$ cat config.mk
export PLATFORM = sky130hd
export DESIGN_NAME = toy_fetch_inst_queue_flat
export DESIGN_NICKNAME = d
export VERILOG_FILES = /design/src/rtl/toy_fetch_inst_queue_pkg.sv /design/src/rtl/toy_fetch_inst_queue_if.sv /design/src/rtl/toy_fetch_inst_queue.sv /design/src/flat_wrapper.sv
export SDC_FILE = /design/constraint.sdc
export NUM_CORES = 1
export LEC_CHECK = 0
export CAP_MARGIN = 20
export CORE_AREA = 4 4 261 237
export CTS_CLUSTER_SIZE = 24
export DETAILED_ROUTE_END_ITERATION = 10
export DIE_AREA = 0 0 265 241
export PLACE_DENSITY = 0.67
export SYNTH_ARGS = -nofsm -noshare
export SYNTH_HDL_FRONTEND = slang
export SYNTH_SLANG_ARGS = --single-unit
$ cat constraint.sdc
create_clock -name clk -period 4 [get_ports clk]
set_input_delay 0.8 -clock clk [delete_from_list [all_inputs] [get_ports clk]]
set_output_delay 0.8 -clock clk [all_outputs]
set_load 0.02 [all_outputs]
$ cat src/rtl/toy_fetch_inst_queue_pkg.sv
// rtl/toy_fetch_inst_queue_pkg.sv - shared sizing constants and helpers for the fetch instruction queue
package toy_fetch_inst_queue_pkg;

    localparam int INST_WIDTH       = 32;
    localparam int FETCH_INST_NUM   = 4;
    localparam int FETCH_DATA_WIDTH = 128;
    localparam int IQ_DEPTH         = 16;
    localparam int DEC_WIDTH        = 2;
    localparam int IQ_PTR_WIDTH     = $clog2(IQ_DEPTH);
    localparam int PTR_WIDTH        = IQ_PTR_WIDTH + 1;

    localparam bit FETCH_SPLIT_OK = (FETCH_DATA_WIDTH == FETCH_INST_NUM * INST_WIDTH);
    localparam bit DEPTH_OK       = ((IQ_DEPTH & (IQ_DEPTH - 1)) == 0) && ((IQ_DEPTH % FETCH_INST_NUM) == 0);
    localparam bit DEC_OK         = (DEC_WIDTH <= FETCH_INST_NUM);

    // Pointers and count share one width: the extra top bit is the wrap bit.
    typedef logic [PTR_WIDTH-1:0] iq_ptr_t;

    function automatic iq_ptr_t popcount_dec(input logic [DEC_WIDTH-1:0] v);
        iq_ptr_t n;
        n = '0;
        for (int i = 0; i < DEC_WIDTH; i++) begin
            n = n + iq_ptr_t'(v[i]);
        end
        return n;
    endfunction

endpackage

$ cat src/rtl/toy_fetch_inst_queue_if.sv
// rtl/toy_fetch_inst_queue_if.sv - fetch-in / decode-out handshake bundle for the instruction queue
interface toy_fetch_inst_queue_if;
    import toy_fetch_inst_queue_pkg::*;

    logic                              filter_vld;
    logic                              filter_rdy;
    logic [FETCH_DATA_WIDTH-1:0]       filter_pld;
    logic [DEC_WIDTH-1:0]              dec_vld;
    logic [DEC_WIDTH*INST_WIDTH-1:0]   dec_pld;
    logic                              dec_rdy;
    logic                              fe_ctrl_flush;
    logic                              iq_empty;

    modport master (
        output filter_vld, filter_pld, dec_rdy, fe_ctrl_flush,
        input  filter_rdy, dec_vld, dec_pld, iq_empty
    );

    modport slave (
        input  filter_vld, filter_pld, dec_rdy, fe_ctrl_flush,
        output filter_rdy, dec_vld, dec_pld, iq_empty
    );

endinterface

$ cat src/rtl/toy_fetch_inst_queue.sv
// rtl/toy_fetch_inst_queue.sv - circular instruction queue splitting fetch packets into decode lanes
module toy_fetch_inst_queue
    import toy_fetch_inst_queue_pkg::*;
(
    input  logic                   clk,
    input  logic                   rst_n,
    toy_fetch_inst_queue_if.slave  iq_if
);

    if (!FETCH_SPLIT_OK) begin : g_bad_split
        $error("FETCH_DATA_WIDTH must equal FETCH_INST_NUM*INST_WIDTH");
    end
    if (!DEPTH_OK) begin : g_bad_depth
        $error("IQ_DEPTH must be a power of 2 and a multiple of FETCH_INST_NUM");
    end
    if (!DEC_OK) begin : g_bad_dec
        $error("DEC_WIDTH must not exceed FETCH_INST_NUM");
    end

    logic [INST_WIDTH-1:0]             mem_q [IQ_DEPTH];
    iq_ptr_t                           wr_ptr_q, wr_ptr_d;
    iq_ptr_t                           rd_ptr_q, rd_ptr_d;
    iq_ptr_t                           count_q, count_d;
    iq_ptr_t                           pop_n;
    logic                              push;
    logic                              filter_rdy;
    logic [DEC_WIDTH-1:0]              dec_vld;
    logic [DEC_WIDTH*INST_WIDTH-1:0]   dec_pld;
    logic [IQ_PTR_WIDTH-1:0]           wr_idx [FETCH_INST_NUM];
    logic [IQ_PTR_WIDTH-1:0]           rd_idx [DEC_WIDTH];

    // Acceptance looks only at the registered count; lanes leaving this cycle do not free space early.
    assign filter_rdy = ~iq_if.fe_ctrl_flush &&
                        (count_q <= iq_ptr_t'(IQ_DEPTH - FETCH_INST_NUM));
    assign push       = iq_if.filter_vld && filter_rdy;

    always_comb begin
        dec_vld = '0;
        for (int k = 0; k < DEC_WIDTH; k++) begin
            dec_vld[k] = ~iq_if.fe_ctrl_flush && (count_q > iq_ptr_t'(k));
        end
    end

    assign pop_n = iq_if.dec_rdy ? popcount_dec(dec_vld) : '0;

    always_comb begin
        for (int k = 0; k < FETCH_INST_NUM; k++) begin
            wr_idx[k] = wr_ptr_q[IQ_PTR_WIDTH-1:0] + IQ_PTR_WIDTH'(k);
        end
        for (int k = 0; k < DEC_WIDTH; k++) begin
            rd_idx[k] = rd_ptr_q[IQ_PTR_WIDTH-1:0] + IQ_PTR_WIDTH'(k);
        end
    end

    // Storage is deliberately left unreset; validity is carried entirely by count.
    always_ff @(posedge clk) begin
        for (int e = 0; e < IQ_DEPTH; e++) begin
            for (int k = 0; k < FETCH_INST_NUM; k++) begin
                if (push && (wr_idx[k] == IQ_PTR_WIDTH'(e))) begin
                    mem_q[e] <= iq_if.filter_pld[k*INST_WIDTH +: INST_WIDTH];
                end
            end
        end
    end

    always_comb begin
        dec_pld = '0;
        for (int k = 0; k < DEC_WIDTH; k++) begin
            dec_pld[k*INST_WIDTH +: INST_WIDTH] = mem_q[rd_idx[k]];
        end
    end

    always_comb begin
        wr_ptr_d = wr_ptr_q;
        rd_ptr_d = rd_ptr_q;
        count_d  = count_q;
        if (iq_if.fe_ctrl_flush) begin
            wr_ptr_d = '0;
            rd_ptr_d = '0;
            count_d  = '0;
        end else begin
            if (push) begin
                wr_ptr_d = wr_ptr_q + iq_ptr_t'(FETCH_INST_NUM);
            end
            rd_ptr_d = rd_ptr_q + pop_n;
            count_d  = count_q + (push ? iq_ptr_t'(FETCH_INST_NUM) : '0) - pop_n;
        end
    end

    always_ff @(posedge clk or negedge rst_n) begin
        if (!rst_n) begin
            wr_ptr_q <= '0;
            rd_ptr_q <= '0;
            count_q  <= '0;
        end else begin
            wr_ptr_q <= wr_ptr_d;
            rd_ptr_q <= rd_ptr_d;
            count_q  <= count_d;
        end
    end

    assign iq_if.filter_rdy = filter_rdy;
    assign iq_if.dec_vld    = dec_vld;
    assign iq_if.dec_pld    = dec_pld;
    assign iq_if.iq_empty   = (count_q == '0);

endmodule

$ cat src/flat_wrapper.sv
// flat-port wrapper written by rule: the top's interface ports become plain ports
module toy_fetch_inst_queue_flat import toy_fetch_inst_queue_pkg::*;
  (clk, rst_n, iq_if_filter_vld, iq_if_filter_pld, iq_if_dec_rdy, iq_if_fe_ctrl_flush, iq_if_filter_rdy, iq_if_dec_vld, iq_if_dec_pld, iq_if_iq_empty);
  toy_fetch_inst_queue_if iq_if_i ();
  input  logic clk;
  input  logic rst_n;
  input wire logic [$bits(iq_if_i.filter_vld)-1:0] iq_if_filter_vld;
  input wire logic [$bits(iq_if_i.filter_pld)-1:0] iq_if_filter_pld;
  input wire logic [$bits(iq_if_i.dec_rdy)-1:0] iq_if_dec_rdy;
  input wire logic [$bits(iq_if_i.fe_ctrl_flush)-1:0] iq_if_fe_ctrl_flush;
  output wire logic [$bits(iq_if_i.filter_rdy)-1:0] iq_if_filter_rdy;
  output wire logic [$bits(iq_if_i.dec_vld)-1:0] iq_if_dec_vld;
  output wire logic [$bits(iq_if_i.dec_pld)-1:0] iq_if_dec_pld;
  output wire logic [$bits(iq_if_i.iq_empty)-1:0] iq_if_iq_empty;
  assign iq_if_i.filter_vld = iq_if_filter_vld;
  assign iq_if_i.filter_pld = iq_if_filter_pld;
  assign iq_if_i.dec_rdy = iq_if_dec_rdy;
  assign iq_if_i.fe_ctrl_flush = iq_if_fe_ctrl_flush;
  assign iq_if_filter_rdy = iq_if_i.filter_rdy;
  assign iq_if_dec_vld = iq_if_i.dec_vld;
  assign iq_if_dec_pld = iq_if_i.dec_pld;
  assign iq_if_iq_empty = iq_if_i.iq_empty;
  toy_fetch_inst_queue u_core (.clk(clk), .rst_n(rst_n), .iq_if(iq_if_i));
endmodule
Word level (Yosys, flattened, before mapping)
Memories as Yosys holds them, arrays and structs flattened.
Cells that the tools add are included.

word-level totals
  register bits = 15
  latch bits = 0
  bits in writable memories = 512
  bits in read-only memories = 0
  memories kept = 1

memories
  memory        depth  bits a word  read ports  clocked after Yosys merged registers in  write ports  line                        RTL
  u_core.mem_q  16     32           2           0                                        4            toy_fetch_inst_queue.sv:20  logic [INST_WIDTH-1:0] mem_q [IQ_DEPTH];

cells by class
  add/subtract/negate cells = 9
  multiply operators = 0
  div/mod/pow operators = 0
  magnitude comparators = 3
  equality and inequality tests = 60
  shift-type cells = 0
  muxes and demuxes = 218
  bitwise operators = 49
  reduce and logical (&&, ||, !) cells = 86

operators by type and width
  operator             number
  $mux 32              60
  $reduce_or 32->1     12
  $mux 1               140
  $eq 4x4->1 const B   32
  $logic_and 1x1->1    68
  $eq 4x3->1 const B   16
  $mux 4               12
  $or 1x1->1           48
  $eq 4x2->1 const B   8
  $mux 5               5
  $eq 4x1->1 const B   4
  $logic_not 4->1      4
  $add 5x5->5          2
  $gt 5x1->1 const B   2
  $add 4x1->4 const B  2
  $add 4x2->4 const B  2
  $add 5x3->5 const B  1
  $le 5x4->1 const B   1
  $logic_not 5->1      1
  $sub 5x5->5          1
  $mux 3               1
  $add 1x1->2          1
  $reduce_bool 2->1    1
  $not 1->1            1

Logic depth before layout (Yosys ltp)
  word-level depth = 13
  depth in mapped cells = 14
  depth with buffers taken out = 14

Worst setup path after synthesis
Ideal clock, no wire load.

  path kind = input to register
  start = input iq_if_fe_ctrl_flush
  end = memory u_core.mem_q[10][0], enable pin
  setup time = 418 ps
  data arrival time = 2,816 ps
  required time = 3,582 ps
  path slack = 766 ps
  stages = 6
  path through = nor2_1 -> o211a_1 -> buf_2 -> nand2_2 -> buf_1 -> inv_1

RTL lines
  what         line                        RTL
  from (decl)  flat_wrapper.sv:10          input wire logic [$bits(iq_if_i.fe_ctrl_flush)-1:0] iq_if_fe_ctrl_flush;
  to (decl)    toy_fetch_inst_queue.sv:20

Worst setup path after layout
  start = register u_core.rd_ptr_q[1]
  end = output iq_if_dec_pld[33]

on the way
  longest elaborated chain between the ends = 2

ends and longest elaborated chain
  what                    line                        RTL
  from (decl)             toy_fetch_inst_queue.sv:22  iq_ptr_t rd_ptr_q, rd_ptr_d;
  from (signal assigned)  toy_fetch_inst_queue.sv:97  rd_ptr_q <= rd_ptr_d;
  $add 4x1->4             toy_fetch_inst_queue.sv:51  rd_idx[k] = rd_ptr_q[IQ_PTR_WIDTH-1:0] + IQ_PTR_WIDTH'(k);
  $mem_v2 16x32           -
  to (decl)               flat_wrapper.sv:13          output wire logic [$bits(iq_if_i.dec_pld)-1:0] iq_if_dec_pld;

Every way passes these cells.

==> flow_metrics.py <==
metrics = {
    "sta": {
        "worst_pin_slew_ns": 0.662,
        "rsz0062_at_grt": "true",
        "finalCriticalPeriod_ns": 3.95,
        "finalSetupViolCount": 0,
        "relSlewSlack": 0.559,
        "fmax_mhz": 253,
        "fin_setup_tns_ns": 0,
        "finalHoldViolations": 0,
        "clock_skew_ns": 0.0100,
        "finalCritPeriodShare": 0.988,
        "drv_slew": 0,
    },
    "layout": {
        "area_delta_synth_final_pct": 18.8,
        "finalNetCount": 2539,
        "multi_input_area_mm2": 0.0112,
        "final_common_cell": "nand2_1",
        "drive_above_1_share": 0.194,
        "fill_cells": 4735,
        "most-common-layout-cells": "nand2_1 (903), edfxtp_1 (512), mux4_2 (256)",
        "final-seq-area_mm2": 0.0157,
        "fin_area_mm2": 0.0334,
    },
    "clock_tree": {
        "numCtsBuffers": 56,
        "insertion_delay_ns": 0.61,
        "htree_levels": 2,
        "cts_tree": "built",
        "path_clk_slew_ns": 0.06,
        "cts.path.max_buffers": 3,
        "cts_root_buffer": "clkbuf_16",
        "cts.sinks": 523,
    },
    "route": {
        "wirelength_um": 81600,
        "wl_per_cell_um": 25.4,
        "drc": 0,
        "vias_per_cell": 6.08,
        "vias": 19600,
        "drtIter0Drc": 2094,
        "ant_nets": 0,
        "drt_pre_antenna_iters": 6,
    },
    "placement": {
        "placed_area_mm2": 0.0310,
        "io_buffers": 200,
        "gp_congestion": 0.807,
        "hpwl_um": 50300,
    },
    "yosys": {
        "ys_ff_latch": 523,
        "ys_seq_area_frac": 0.557,
        "synthXorXnorAreaFrac": 0.00125,
        "synth_top_family_by_area": "multiplexers",
        "netlist_instances": 2205,
        "synthSimpleGateAreaFrac": 0.133,
        "async_flop_share": 0.0210,
        "syn-cell-area_mm2": 0.0281,
        "yosysWarnings": 0,
        "synth_fa_ha_area_frac": 0.00899,
        "synth_compound_area_frac": 0.0364,
        "syn_nets": 2357,
        "synth_area_per_cell_um2": 12.8,
        "ys_types": 39,
        "synth_mux_area_frac": 0.216,
        "synthFlopType": "edfxtp_1",
        "synth-edff-count": 512,
    },
    "worst_setup_path": {
        "end_kind": "output pin",
        "crit_path_start_kind": "flop",
        "arrival_ns": 3.15,
        "crit_type": "reg -> out",
        "worst-path-max-fanout": 12,
        "required_ns": 3.20,
    },
    "floorplan": {
        "fp.dieArea_mm2": 0.0639,
        "io_pins": 201,
        "die_y_um": 241,
        "die_w_um": 265,
        "core_mm2": 0.0593,
        "start_util": 0.474,
        "rows": 85,
    },
    "pwr": {
        "pwr_density_cell_mw_per_mm2": 641,
        "vdd_drop_max_v": 0.000359,
        "power_mw": 21.4,
        "leakage_nw": 12.0,
    },
    "run_status": {
        "status": "completed",
    },
    "global_route": {
        "grt_pass1_wl_um": 121000,
        "grt_pass1_vias": 19600,
        "overflow": 0,
        "grt_max_degree": 85,
        "grt_antenna_before_repair": 4,
        "grt_use_total": 0.251,
    },
    "run": {
        "drv_cap": 0,
    },
    "worst_hold_path": {
        "worstHoldPathType": "in -> async",
    },
}
==> what timing repair did <==
item                       4_1_cts  5_1_grt
setup buffers                   12        7
hold buffers                     0        0
cloned                           5        4
pin swaps                        3        2
setup endpoints to repair       64       37
gates resized for setup         70       30
==> per-stage QoR <==
stage	hold slack [ns]	setup slack, ns	util	instances
2_1_floorplan	0.504	0.766	-	2205
3_3_place_gp	0.594	0.360	0.523	3084
3_5_place_dp	0.615	0.333	0.523	3084
4_1_cts	0.573	-0.169	0.560	3203
5_1_grt	0.595	-0.0499	0.563	3215
6_report	0.580	0.0497	0.563	3216
==> state kept, by name, indices dropped and copies added, names as in the netlist <==
name and count:
u_core.count_q 5, u_core.mem_q 512, u_core.rd_ptr_q 4, u_core.wr_ptr_q 2
==> Yosys cell counts (3+ instances only) <==
library cell,n,area share
a21oi_1,34,0.0061
mux4_2,256,0.21
edfxtp_1,512,0.55
o22ai_1,32,0.0071
buf_6,13,0.0052
xnor2_1,3,0.00093
clkbuf_1,50,0.0067
a211oi_1,32,0.0085
nor2b_1,36,0.0080
nand2_2,4,0.00089
mux2i_1,32,0.011
inv_1,83,0.011
nor3_1,3,0.00053
clkinv_1,3,0.00040
buf_2,58,0.010
dfrtp_1,11,0.0098
inv_2,4,0.00053
nand2_1,903,0.12
o21ai_1,4,0.00071
a221o_1,32,0.011
nand2b_1,4,0.00089
buf_4,40,0.011
buf_1,12,0.0016
nor2_1,8,0.0011
ha_1,17,0.0076
==> worst max-delay path: stages (launching register included) <==
cell             delay [ns]
dfrtp_4                0.52
ha_4                   0.39
buf_4                  0.18
clkbuf_16              0.20
mux4_2                 0.50
a221o_1                0.43
clkdlybuf4s15_1        0.31
==> power by group <==
group	leakage, nW	internal (mW)	total, mW	switching (mW)
Sequential	4.78	6.50	6.69	0.190
Combinational	6.34	4.86	9.51	4.65
Clock	0.892	3.06	5.21	2.15
==> cells by family (layout without fill, tap and decap cells) <==
logic type | count (synthesis) | count (layout)
adders and majority gates | 19 | 19
and+or+nand+nor | 964 | 964
buffers and inverters | 264 | 490
DFF | 523 | 523
xor gates and xnor gates | 4 | 4
AOI/OAI and AO/OA | 143 | 143
muxes | 288 | 288
other | 0 | 2
==> worst paths after layout <==
path	from	to	slack, ns	cells after the start
setup / recovery	u_core.rd_ptr_q[1]	iq_if_dec_pld[33]	0.05	6
setup reg to reg	u_core.count_q[3]	u_core.count_q[3]	1.27	12
min in group clk	u_core.wr_ptr_q[3]	u_core.wr_ptr_q[3]	0.63	2
hold / removal	rst_n	u_core.rd_ptr_q[2]	0.58	1
max in group asynchronous	rst_n	u_core.rd_ptr_q[3]	2.95	1
hold reg to reg	u_core.wr_ptr_q[3]	u_core.wr_ptr_q[3]	0.63	2
==> routing by layer <==
layer  GRT usage  share of wire
met1       0.329           0.37
met4      0.0803          0.030
met5           0        0.00032
met3      0.0528           0.10
met2       0.426           0.49
==> cell type report <==
type                            count  area share
Clock buffer                       70      0.0441
Sequential cell                   523       0.469
Tap cell                          783      0.0293
Timing Repair Buffer              298       0.102
Antenna cell                        2    0.000150
Inverter                           90      0.0106
Multi-Input combinational cell   1418       0.335
Clock inverter                     32      0.0104
No activity file was read; power rests on OpenSTA's default activity.
